$ cat src/rtl/atm_pkg.sv
// Shared encodings for the ATM transaction controller: operation selects,
// response status codes, FSM state encoding and default widths.
package atm_pkg;

    localparam int ACCT_W_DEF       = 4;
    localparam int BAL_W_DEF        = 10;
    localparam int INIT_BALANCE_DEF = 100;

    localparam logic [1:0] SEL_DISPLAY  = 2'b00;
    localparam logic [1:0] SEL_DEPOSIT  = 2'b01;
    localparam logic [1:0] SEL_WITHDRAW = 2'b10;
    localparam logic [1:0] SEL_TRANSFER = 2'b11;

    localparam logic [1:0] ST_OK       = 2'b00;
    localparam logic [1:0] ST_NOFUNDS  = 2'b01;
    localparam logic [1:0] ST_OVERFLOW = 2'b10;
    localparam logic [1:0] ST_INVALID  = 2'b11;

    localparam logic [1:0] S_IDLE = 2'd0;
    localparam logic [1:0] S_READ = 2'd1;
    localparam logic [1:0] S_EXEC = 2'd2;
    localparam logic [1:0] S_RESP = 2'd3;

endpackage

$ cat src/rtl/atm_account_store.sv
// Account balance register array with two combinational read ports and two
// write ports; every account resets to INIT_BALANCE.
module atm_account_store
    import atm_pkg::*;
#(
    parameter int ACCT_W       = ACCT_W_DEF,
    parameter int BAL_W        = BAL_W_DEF,
    parameter int INIT_BALANCE = INIT_BALANCE_DEF
) (
    input  logic              clk,
    input  logic              rst,
    input  logic [ACCT_W-1:0] rd_addr_a_i,
    output logic [BAL_W-1:0]  rd_data_a_o,
    input  logic [ACCT_W-1:0] rd_addr_b_i,
    output logic [BAL_W-1:0]  rd_data_b_o,
    input  logic              wr_en_a_i,
    input  logic [ACCT_W-1:0] wr_addr_a_i,
    input  logic [BAL_W-1:0]  wr_data_a_i,
    input  logic              wr_en_b_i,
    input  logic [ACCT_W-1:0] wr_addr_b_i,
    input  logic [BAL_W-1:0]  wr_data_b_i
);

    localparam int NUM_ACCTS = 2 ** ACCT_W;

    logic [BAL_W-1:0] mem_q [NUM_ACCTS];

    assign rd_data_a_o = mem_q[rd_addr_a_i];
    assign rd_data_b_o = mem_q[rd_addr_b_i];

    // The controller never issues both writes to one address, so port A
    // taking precedence is only a tie-break that cannot occur in practice.
    always_ff @(posedge clk or posedge rst) begin
        if (rst) begin
            for (int i = 0; i < NUM_ACCTS; i++) begin
                mem_q[i] <= BAL_W'(INIT_BALANCE);
            end
        end else begin
            for (int i = 0; i < NUM_ACCTS; i++) begin
                if (wr_en_a_i && (wr_addr_a_i == ACCT_W'(i))) begin
                    mem_q[i] <= wr_data_a_i;
                end else if (wr_en_b_i && (wr_addr_b_i == ACCT_W'(i))) begin
                    mem_q[i] <= wr_data_b_i;
                end
            end
        end
    end

endmodule

$ cat src/rtl/atm_transaction_controller.sv
// Sequences one ATM transaction at a time: accept, read both balances,
// check and commit atomically, then hold the response until consumed.
module atm_transaction_controller
    import atm_pkg::*;
#(
    parameter int ACCT_W       = ACCT_W_DEF,
    parameter int BAL_W        = BAL_W_DEF,
    parameter int INIT_BALANCE = INIT_BALANCE_DEF
) (
    input  logic              clk,
    input  logic              rst,
    input  logic              req_valid,
    output logic              req_ready,
    input  logic [1:0]        req_select,
    input  logic [ACCT_W-1:0] req_origin,
    input  logic [ACCT_W-1:0] req_purpose,
    input  logic [BAL_W-1:0]  req_amount,
    output logic              resp_valid,
    input  logic              resp_ready,
    output logic [1:0]        resp_status,
    output logic [BAL_W-1:0]  resp_balance,
    output logic [1:0]        dbg_state
);

    // Handshakes: a request transfers on a rising edge with req_valid &&
    // req_ready (only in IDLE); a response transfers on a rising edge with
    // resp_valid && resp_ready, and resp_* stay stable until then.

    logic [1:0]        state_q, state_d;
    logic [1:0]        sel_q, sel_d;
    logic [ACCT_W-1:0] origin_q, origin_d;
    logic [ACCT_W-1:0] purpose_q, purpose_d;
    logic [BAL_W-1:0]  amount_q, amount_d;
    logic [BAL_W-1:0]  orig_bal_q, orig_bal_d;
    logic [BAL_W-1:0]  dest_bal_q, dest_bal_d;
    logic [1:0]        resp_status_q, resp_status_d;
    logic [BAL_W-1:0]  resp_balance_q, resp_balance_d;

    logic [BAL_W-1:0]  rd_data_a;
    logic [BAL_W-1:0]  rd_data_b;
    logic [BAL_W:0]    sum_orig;
    logic [BAL_W:0]    diff_orig;
    logic [BAL_W:0]    sum_dest;
    logic [1:0]        exec_status;
    logic [BAL_W-1:0]  exec_balance;
    logic              exec_wr_a;
    logic              exec_wr_b;
    logic              wr_en_a;
    logic              wr_en_b;
    logic [BAL_W-1:0]  wr_data_a;
    logic [BAL_W-1:0]  wr_data_b;

    assign req_ready    = (state_q == S_IDLE);
    assign resp_valid   = (state_q == S_RESP);
    assign resp_status  = resp_status_q;
    assign resp_balance = resp_balance_q;
    assign dbg_state    = state_q;

    // Extra carry/borrow bit flags overflow and insufficient funds directly.
    assign sum_orig  = {1'b0, orig_bal_q} + {1'b0, amount_q};
    assign diff_orig = {1'b0, orig_bal_q} - {1'b0, amount_q};
    assign sum_dest  = {1'b0, dest_bal_q} + {1'b0, amount_q};

    always_comb begin
        exec_status  = ST_OK;
        exec_balance = orig_bal_q;
        exec_wr_a    = 1'b0;
        exec_wr_b    = 1'b0;
        case (sel_q)
            SEL_DEPOSIT: begin
                if (sum_orig[BAL_W]) begin
                    exec_status = ST_OVERFLOW;
                end else begin
                    exec_wr_a    = 1'b1;
                    exec_balance = sum_orig[BAL_W-1:0];
                end
            end
            SEL_WITHDRAW: begin
                if (diff_orig[BAL_W]) begin
                    exec_status = ST_NOFUNDS;
                end else begin
                    exec_wr_a    = 1'b1;
                    exec_balance = diff_orig[BAL_W-1:0];
                end
            end
            SEL_TRANSFER: begin
                if (origin_q == purpose_q) begin
                    exec_status = ST_INVALID;
                end else if (diff_orig[BAL_W]) begin
                    exec_status = ST_NOFUNDS;
                end else if (sum_dest[BAL_W]) begin
                    exec_status = ST_OVERFLOW;
                end else begin
                    exec_wr_a    = 1'b1;
                    exec_wr_b    = 1'b1;
                    exec_balance = diff_orig[BAL_W-1:0];
                end
            end
            default: begin
                exec_status = ST_OK;
            end
        endcase
    end

    assign wr_en_a   = (state_q == S_EXEC) && exec_wr_a;
    assign wr_en_b   = (state_q == S_EXEC) && exec_wr_b;
    assign wr_data_a = (sel_q == SEL_DEPOSIT) ? sum_orig[BAL_W-1:0] : diff_orig[BAL_W-1:0];
    assign wr_data_b = sum_dest[BAL_W-1:0];

    always_comb begin
        state_d        = state_q;
        sel_d          = sel_q;
        origin_d       = origin_q;
        purpose_d      = purpose_q;
        amount_d       = amount_q;
        orig_bal_d     = orig_bal_q;
        dest_bal_d     = dest_bal_q;
        resp_status_d  = resp_status_q;
        resp_balance_d = resp_balance_q;
        case (state_q)
            S_IDLE: begin
                if (req_valid) begin
                    sel_d     = req_select;
                    origin_d  = req_origin;
                    purpose_d = req_purpose;
                    amount_d  = req_amount;
                    state_d   = S_READ;
                end
            end
            S_READ: begin
                orig_bal_d = rd_data_a;
                dest_bal_d = rd_data_b;
                state_d    = S_EXEC;
            end
            S_EXEC: begin
                resp_status_d  = exec_status;
                resp_balance_d = exec_balance;
                state_d        = S_RESP;
            end
            S_RESP: begin
                if (resp_ready) begin
                    state_d = S_IDLE;
                end
            end
            default: begin
                state_d = S_IDLE;
            end
        endcase
    end

    always_ff @(posedge clk or posedge rst) begin
        if (rst) begin
            state_q        <= S_IDLE;
            sel_q          <= SEL_DISPLAY;
            origin_q       <= '0;
            purpose_q      <= '0;
            amount_q       <= '0;
            orig_bal_q     <= '0;
            dest_bal_q     <= '0;
            resp_status_q  <= ST_OK;
            resp_balance_q <= '0;
        end else begin
            state_q        <= state_d;
            sel_q          <= sel_d;
            origin_q       <= origin_d;
            purpose_q      <= purpose_d;
            amount_q       <= amount_d;
            orig_bal_q     <= orig_bal_d;
            dest_bal_q     <= dest_bal_d;
            resp_status_q  <= resp_status_d;
            resp_balance_q <= resp_balance_d;
        end
    end

    atm_account_store #(
        .ACCT_W      (ACCT_W),
        .BAL_W       (BAL_W),
        .INIT_BALANCE(INIT_BALANCE)
    ) u_store (
        .clk        (clk),
        .rst        (rst),
        .rd_addr_a_i(origin_q),
        .rd_data_a_o(rd_data_a),
        .rd_addr_b_i(purpose_q),
        .rd_data_b_o(rd_data_b),
        .wr_en_a_i  (wr_en_a),
        .wr_addr_a_i(origin_q),
        .wr_data_a_i(wr_data_a),
        .wr_en_b_i  (wr_en_b),
        .wr_addr_b_i(purpose_q),
        .wr_data_b_i(wr_data_b)
    );

endmodule
$ cat config.mk
export PLATFORM = sky130hd
export DESIGN_NAME = atm_transaction_controller
export DESIGN_NICKNAME = d
export VERILOG_FILES = /design/src/rtl/atm_pkg.sv /design/src/rtl/atm_account_store.sv /design/src/rtl/atm_transaction_controller.sv
export SDC_FILE = /design/constraint.sdc
export NUM_CORES = 1
export LEC_CHECK = 0
export ABC_CLOCK_PERIOD_IN_PS = 19550
export CORE_MARGIN = 4
export CORE_UTILIZATION = 51
export DETAILED_ROUTE_END_ITERATION = 12
export PLACE_DENSITY = 0.76
export RECOVER_POWER = 100
export SYNTH_ARGS = -nofsm -noshare
export SYNTH_HDL_FRONTEND = slang
export SYNTH_SLANG_ARGS = --single-unit
export TNS_END_PERCENT = 100
$ cat constraint.sdc
create_clock -name clk -period 19.55 [get_ports clk]
set_input_delay 3.91 -clock clk [delete_from_list [all_inputs] [get_ports clk]]
set_output_delay 3.91 -clock clk [all_outputs]
set_load 0.02 [all_outputs]
# After elaboration in Yosys (flattened, before gate mapping)
# Index checks and enable logic that the tools add are counted.
# classes
reduce_logical,55
bitwise_logic,2
addsub,3
n_lt_le_gt_ge,2
eq_ne,39
n_mux,61
# op_table
cell,n
$mux 10,42
$bmux 10 s4,2
$eq 4x4->1 const B,16
$logic_and 1x1->1,34
$eq 4x3->1 const B,8
$reduce_bool 2->1,16
$pmux 10 s3,1
$add 10x10->11,2
$eq 4x2->1 const B,4
$mux 2,6
$sub 10x10->11,1
$ge 5x5->1 const B,2
$not 4->5,2
$eq 2x2->1 const B,4
$eq 4x1->1 const B,2
$logic_not 4->1,2
$pmux 2 s4,1
$mux 1,7
$pmux 2 s3,1
$eq 2x1->1 const B,2
$eq 4x4->1,1
$reduce_and 2->1,2
$pmux 1 s3,1
$logic_not 2->1,1
2 further kinds,2
# totals
ff_bits,214

# Depth between registers and ports, before layout
# Gate-level depths: netlist of run 1.
# logic_depth
ltp_word,9
depth_mapped,13
ltp_nobuf,10

# By module
# Synthesis of run 1 repeated with hierarchy kept, for this count alone.
# hier_totals
hier_cells,1603
hier_area_um2,14732.9
# by_module_without_submodules
mod,seq_area_each_um2,area_per_inst_um2,instances,cells_per_inst
atm_account_store,4063.9,10664.0,1,1173
atm_transaction_controller,1351.3,4068.9,1,430

# Worst setup path before layout of run 1
# No wires, ideal clock.
# synth_path
path_kind,input to register
start,in req_valid
end,reg amount_q[0]
required_time_ps,19425
path_slack_ps,14757
n_path_buf,1
arrival_time_ps,4668
cell_stages,3
setup_time_ps,125
path_cell_list,nand2_1 clkbuf_1 mux2_2
# synth_between
elab_chain_cells,1
# synth_rtl
element,line_no,rtl
start: declaration,atm_transaction_controller.sv:12,"input logic req_valid,"
$reduce_and 2->1 (no line),--,
end signal: assignment,atm_transaction_controller.sv:167,amount_q <= amount_d;
end: declaration,atm_transaction_controller.sv:33,"logic [BAL_W-1:0] amount_q, amount_d;"
# No other way between the ends.
# A chain may end at the register's enable or synchronous reset.

==> results summary, run 1 <==
The area added between synthesis and finish is 9.76%. The internal power is 0.00147 W. Measured against its own limit, the worst slew margin works out to -336%. The number of gates resized after CTS is 0. The final wirelength came out at 42.2 mm. STA classifies the critical path startpoint as a primary input.

The critical path goes through dlygate4sd3_1, clkinvlp_2. The library cell used most frequently in the layout, excluding fill and tap cells, is sky130_fd_sc_hd__mux2i_1. The number of CTS-inserted buffers came out at 25. In the final layout, the multi-input gates occupy 8250 sq um.

The critical path class is primary input to async pin. The biggest cell delay along the critical path came out at 3.59 ns. The number of nets in the synthesized netlist came out at 1269. The floorplan has 61 rows. Dividing total power by cell area gives a power density of 173 nW/um^2. The count of H-tree levels built during CTS is 1. The number of antenna violations at the first check in global routing is 1. Global routing used 27.1% of the available tracks.

The number of placed instances, taps included, is 1548. The switching power share of the total is 46.3%. The final number of max-transition violations was 333.

After the first detailed-routing iteration, the DRC count stood at 1278. The number of vias per cell after detailed routing came out at 6.75. The number of vias after detailed routing came out at 10.8k. The total negative slack is 0 ns. The path class of the lowest-slack min-delay path is register to register. Setup violations remaining at the end of the flow were counted as 0. In the final routed layout, each cell accounts on average for 26.5 um. The clock latency on the worst-skew pair came out at 0.55 ns.

Fill cells in the final layout number 2265. Per report_power, the combinational group accounts for 56.0% of the total. The required time of the critical path came out at 18.61 ns. Hold repair after CTS inserted 0 buffers. Counting flops with a built-in enable in the synthesized netlist gives 0.

The final setup skew came out at 0.0185 ns. IR analysis of the VDD net gives a maximum drop of 0.0919 mV. In this run, distinct cell masters in the synthesized netlist total 80. The final reports fail on max-capacitance violations, max-slew violations. The full die area came out at 31000 sq um.

The number of hold violations in the final report came to 0. Max-cap violations in this run came to 8. Clock-pin slew was measured on the worst setup and hold paths at 0.06 ns.

The worst path uses 46.7% of the clock period. The I/O pin count came out at 40. The cell sitting at the root of the clock tree is a sky130_fd_sc_hd__clkbuf_16.

The library cells used most frequently in the layout, excluding fill and tap cells, are sky130_fd_sc_hd__mux2i_1, sky130_fd_sc_hd__dfrtp_1, sky130_fd_sc_hd__mux4_2. After global routing the overflow that remains totals 0. The flow ran to the end, but the final reports show violations. In the synthesized netlist the async set-or-reset flop fraction comes to 100%. The measured slew at the worst slew-check pin came out at 6.51 ns. The sequential cell fraction of total power is 26.7%. The final critical delay including setup and external delays is 9.13 ns.

No sink is reached through more buffers than the 3 on the longest clock path. The final instance area is 15800 sq um. Once placement finished, the instance area stood at 15100 sq um. The count of nets after finishing came out at 1258. The area of the core region is 27900 sq um.

The cell area that synthesis handed to floorplanning was 14400 sq um. The count of yosys warnings during synthesis is 0. The residual antenna-violating net count after detailed routing came out at 0. The final-layout worst hold slack came out at 0.477 ns. The upper clock frequency limit came out at 110 MHz. STA puts the critical path data arrival time at 8.19 ns. The biggest fanout along the worst timing path is 147.

The number of search-and-repair iterations in the first detailed-routing pass is 8. In the synthesized netlist, the number of instances is 1208. For this run, the register share of the synthesized area comes to 37.6%. The synthesized area per cell is 11.9 sq um. The initial core utilization is 51.7%.

The buffers inserted during post-CTS setup optimization came out at 0. The largest net degree at the start of global routing came out at 148. Across the whole layout, storage elements account for 5420 sq um. Routability-driven placement finished with a final weighted congestion of 0.950. sky130_fd_sc_hd__dfrtp_1 takes more of the synthesized area than any other cell. In this design, the largest share of critical-path delay is due to buffers and inverters. TritonCTS built the clock tree.

The wire length of the first global-routing pass came out at 65.1 mm. The count of input and output buffers is 39. The final cell count without fillers is 1595. The clock sink count came out at 214. Of the total power, the clock network draws 17.3%.

The share of the synthesized area in the top cell type is 28.8%. The vertical die dimension came out at 176 um. The half-perimeter wire length after detailed placement came out at 27.1 mm. Setup repair after global routing left no endpoint under its margin. The static leakage came out at 7.18 nW. The via count of the first global-routing pass came out at 11.2k.

The power dissipated by switching net loads is 0.00126 W. The horizontal die dimension is 176 um. The synthesis-stage register bit count is 214.

The ratio of cells with drive above 1 in the final layout is 23.5%. STA classifies the critical path endpoint as an async pin. The most used flip-flop cell after synthesis is sky130_fd_sc_hd__dfrtp_1. The critical path's slowest cell is sky130_fd_sc_hd__clkinvlp_2. The critical path contains buffers and inverters numbering 2 combined.

Ranked by total cell area, the synthesized netlist is headed by sky130_fd_sc_hd__dfrtp_1, sky130_fd_sc_hd__mux2i_1, sky130_fd_sc_hd__mux4_2. The DRC violation count after routing came out at 0.
stage by stage:
stage / power, W / util (%) / worst slack [ns]
floorplan: 0.00178 / - / 9.87
global placement: 0.00220 / 54.2 / 13.34
detailed placement: 0.00224 / 54.2 / 13.35
CTS: 0.00272 / 57.2 / 13.72
global route: 0.00287 / 56.7 / 9.28
finish: 0.00273 / 56.7 / 10.42
final cells by class:
type                       count  share of cell area (%)
antenna                        1                  0.0158
clock buffer                  38                    4.71
clock inverter                 8                   0.507
inverter                      61                    1.46
multi-input combinational    825                    52.2
sequential                   214                    34.3
tap                          378                    2.99
timing repair buffer          70                    3.82
metal layers:
metal  vias up  part of all wire, %  track usage [%]
met5         -                    0                0
met4         0                  5.6             12.6
met3       176                   10             7.07
met2       619                   46             42.9
met1      5436                   39             35.1
li1       4533                    -                -
power groups by stage:
stage / registers (W) / logic, W / clock network (W)
floorplan: 0.000697 / 0.00108 / 0
global placement: 0.000717 / 0.00148 / 0
detailed placement: 0.000729 / 0.00151 / 0
CTS: 0.000724 / 0.00152 / 0.000477
global route: 0.000747 / 0.00162 / 0.000497
finish: 0.000728 / 0.00153 / 0.000472
cell families after synthesis:
group | count (synthesis) | share of synthesized area [%]
adders and majority gates | 37 | 3.37
AOI/OAI and AO/OA | 154 | 8.72
and+or+nand+nor | 228 | 8.24
buffers and inverters | 169 | 5.06
muxes | 380 | 35.4
DFF | 214 | 37.6
xor gates and xnor gates | 26 | 1.58
synthesized netlist by cell type (29+ instances only):
cell type	number
sky130_fd_sc_hd__buf_2	32
sky130_fd_sc_hd__clkbuf_1	49
sky130_fd_sc_hd__dfrtp_1	166
sky130_fd_sc_hd__dfstp_2	48
sky130_fd_sc_hd__ha_1	34
sky130_fd_sc_hd__inv_1	60
sky130_fd_sc_hd__mux2_2	37
sky130_fd_sc_hd__mux2i_1	243
sky130_fd_sc_hd__mux4_2	100
sky130_fd_sc_hd__nand2_1	56
sky130_fd_sc_hd__nand3_1	29
sky130_fd_sc_hd__nor2_1	36
sky130_fd_sc_hd__nor3_1	31
path summary, 6_finish.rpt:
check	from	endpoint	slack [ns]	cells after the start
max in group clk	origin_q[0]$_DFFE_PP0P_	u_store.mem_q[80]$_DFFE_PP0P_	12.66	4
max	rst	purpose_q[1]$_DFFE_PP0P_	10.42	2
max reg2reg	origin_q[0]$_DFFE_PP0P_	u_store.mem_q[80]$_DFFE_PP0P_	12.66	4
min in group asynchronous	rst	amount_q[4]$_DFFE_PP0P_	5.90	2
min	resp_status[0]$_DFFE_PP0P_	resp_status[0]$_DFFE_PP0P_	0.48	1
min reg2reg	resp_status[0]$_DFFE_PP0P_	resp_status[0]$_DFFE_PP0P_	0.48	1
sequential cells by signal, summed over array words and instances, names as in the netlist:
register / flops
amount_q: 10
dbg_state: 2
dest_bal_q: 10
orig_bal_q: 10
origin_q: 4
purpose_q: 4
resp_balance: 10
resp_status: 2
sel_q: 2
u_store.mem_q: 160
No activity file was read; power rests on OpenSTA's default activity.
==> run 2, diff against run 1 <==
ABC_CLOCK_PERIOD_IN_PS = 7400   (was 19550)
PLACE_DENSITY = 0.79   (was 0.76)
clock period = 7.4 ns   (was 19.55 ns; I/O delays follow)
==> results summary, run 2 (synthesized netlist as in run 1, its figures left out) <==
The CTS tree is built. The measured slew at the worst slew-check pin was 3.84 ns (-2.67 ns). The number of search-and-repair iterations in the first detailed-routing pass is 9 (+1).

The static leakage is 7.16 nW (-0.40%). The final number of max-transition violations was 134 (-60%). The total setup violations reported at the end of the flow is 0 (unchanged). The area of the core region is 27900 sq um (unchanged).

The clock latency on the worst-skew pair is 0.54 ns (about the same). The number of fill cells was 2285 (+0.88%). The critical path depth in cells came to 4 (+2).

The buffer cell driving the clock tree root is sky130_fd_sc_hd__clkbuf_16. The final worst-path setup slack is 1.95 ns (-8.46 ns). The maximum root-to-sink buffer count is 3 (unchanged). In the layout the commonest cells are sky130_fd_sc_hd__mux2i_1, sky130_fd_sc_hd__dfrtp_1, sky130_fd_sc_hd__mux4_2. The residual overflow from global routing came to 0 (unchanged). The via count of the first global-routing pass is 10.8k (-3.0%). The required time of the critical path is 7.83 ns (-10.78 ns). The final critical delay including setup and external delays came out at 5.45 ns.

The maximum VDD drop came out at 0.409 mV (+340%). The vertical die dimension was 176 um (unchanged). The number of buffers added to fix hold violations after cts was 0 (unchanged). The total of max-cap violations was 4 (-4).

The number of CTS-inserted buffers came to 24 (-4.0%). Grouping stages by cell kind, the critical path spends the most delay in buffers and inverters. The full die area is 31000 sq um (unchanged). The ratio of cells with drive above 1 in the final layout was 23.1% (-0.37 points). The wire length of the first global-routing pass is 66.5 mm (+2.1%). The number of vias after detailed routing was 10.9k (+1.6%). The worst setup path is launched from a register. The violation count after the first detailed-route iteration came to 1705 (+33%). The number of placement rows came out at 61 (unchanged).

The final estimated routing congestion in global placement was 1.00 (+5.4%). By startpoint and endpoint, the worst setup path is classified as register to register. The area added between synthesis and finish came out at 9.43%. The register with the most flip-flops is u_store.mem_q. The initial core utilization is 51.7% (unchanged). The critical path goes through clkbuf_1, nor2b_1, nand3_1, mux2i_1.

The final setup skew came out at 0.0209 ns (+0.00240 ns). The count of nets after finishing is 1257 (-0.079%). The I/O pin count came out at 40 (unchanged). The count of input and output buffers came to 39 (unchanged). The DRC violation count after routing is 0 (unchanged). Setup repair after global routing left no endpoint under its margin. The clock slew at the register clock pins of the worst setup and hold paths came to 0.06 ns (about the same). The cell depth of the worst min-delay path is 1 (unchanged).

The buffer and inverter count on the worst path is 1 (-1). The checks that failed: max-capacitance violations, max-slew violations. The run finished, with violations left. The buffers inserted during post-CTS setup optimization came out at 0 (unchanged). The aggregate global-route resource usage came out at 27.5% (+0.42 points). Based on the critical path, the design can be clocked at up to 184 MHz. The data arrival time of the critical path came out at 5.87 ns (-2.32 ns). The worst hold path belongs to the class register to register. The average wire length per cell after detail routing is 27.1 um (+2.4%). The number of hold violations in the final report came out at 0 (unchanged).

The power per standard cell area is 463 nW/um^2 (+170%). The slowest stage of the critical path is the sky130_fd_sc_hd__clkbuf_1 cell. The clock sink count is 214 (unchanged). The residual antenna-violating net count after detailed routing is 0 (unchanged).

The largest net degree at the start of global routing is 108 (-27%). The number of antenna violations at the first check in global routing came out at 2 (+1). The post-placement setup slack is 3.10 ns (-10.25 ns). Leaving out fill and tap cells, the most frequent cell in the layout is sky130_fd_sc_hd__mux2i_1. The biggest cell delay along the critical path is 2.73 ns (-0.86 ns).

The count of H-tree levels built during CTS came out at 1 (unchanged). The worst slew margin relative to its limit is -156% (+180 points). The half-perimeter wire length after detailed placement was 29.2 mm (+7.6%). The total negative slack came out at 0 ns (unchanged). The final wirelength is 43.2 mm (+2.2%). The number of gates resized after CTS came out at 0 (unchanged). The horizontal die dimension came out at 176 um (unchanged). The number of vias per cell after detailed routing came out at 6.86 (+1.7%). STA classifies the critical path endpoint as a register. After layout, the worst path uses 73.6% of the clock period. The final-layout worst hold slack was 0.485 ns (+0.00855 ns).

The biggest fanout along the worst timing path is 49 (-67%). The worst reg-to-reg path cell count was 4 (unchanged). The flip-flop count of the largest register after layout is 160 (unchanged).
-- run 2: cell count changes in the layout (fill, tap and decap cells not counted), sizes merged --
cell	previous run	this run
bufinv	1	0
clkbuf	43	44
buf	26	24
-- run 2: routing by layer --
| metal | vias to the layer above | global-route usage [%] | wire length [um] |
|---|---|---|---|
| met5 | - | 0 | 13 |
| met4 | 2 | 7.67 | 1560 |
| met1 | 5563 | 38.9 | 17000 |
| li1 | 4533 | - | - |
| met3 | 131 | 6.30 | 4720 |
| met2 | 702 | 43.2 | 19900 |
-- run 2: path summary, 6_finish.rpt --
path                                       startpoint                       endpoint  slack [ns]
min                        resp_status[0]$_DFFE_PP0P_     resp_status[0]$_DFFE_PP0P_        0.49
min in group asynchronous                         rst        amount_q[4]$_DFFE_PP0P_        1.61
min reg2reg                resp_status[0]$_DFFE_PP0P_     resp_status[0]$_DFFE_PP0P_        0.49
max reg2reg                   origin_q[0]$_DFFE_PP0P_  u_store.mem_q[67]$_DFFE_PP0P_        1.95
max                           origin_q[0]$_DFFE_PP0P_  u_store.mem_q[67]$_DFFE_PP0P_        1.95
max in group asynchronous                         rst       purpose_q[1]$_DFFE_PP0P_        2.31
-- run 2: report_power, final --
group,switching [W],internal [W]
clock network,0.000502,0.000651
registers,0.000366,0.00160
logic,0.00265,0.00153
total,0.00352,0.00378
-- run 2: area by class of cell --
cell class	count	area [sq um]	share of cell area, %
diodes	1	2.50	0.0159
clock buffers	37	699	4.44
clock inverters	7	48.8	0.310
inverters	61	236	1.50
multi-input cells	825	8290	52.6
flip-flops and latches	214	5420	34.4
well taps	378	473	3.00
repair buffers	70	597	3.79
-- run 2: stage by stage --
stage,cell area (sq um),cells,util [%],power (W)
5_1_grt,15800,1592,56.6,0.00761
2_1_floorplan,14400,1208,-,0.00471
6_report,15800,1593,56.6,0.00729
4_1_cts,15900,1592,57.0,0.00721
3_3_place_gp,15100,1548,54.3,0.00594
3_5_place_dp,15100,1548,54.3,0.00605
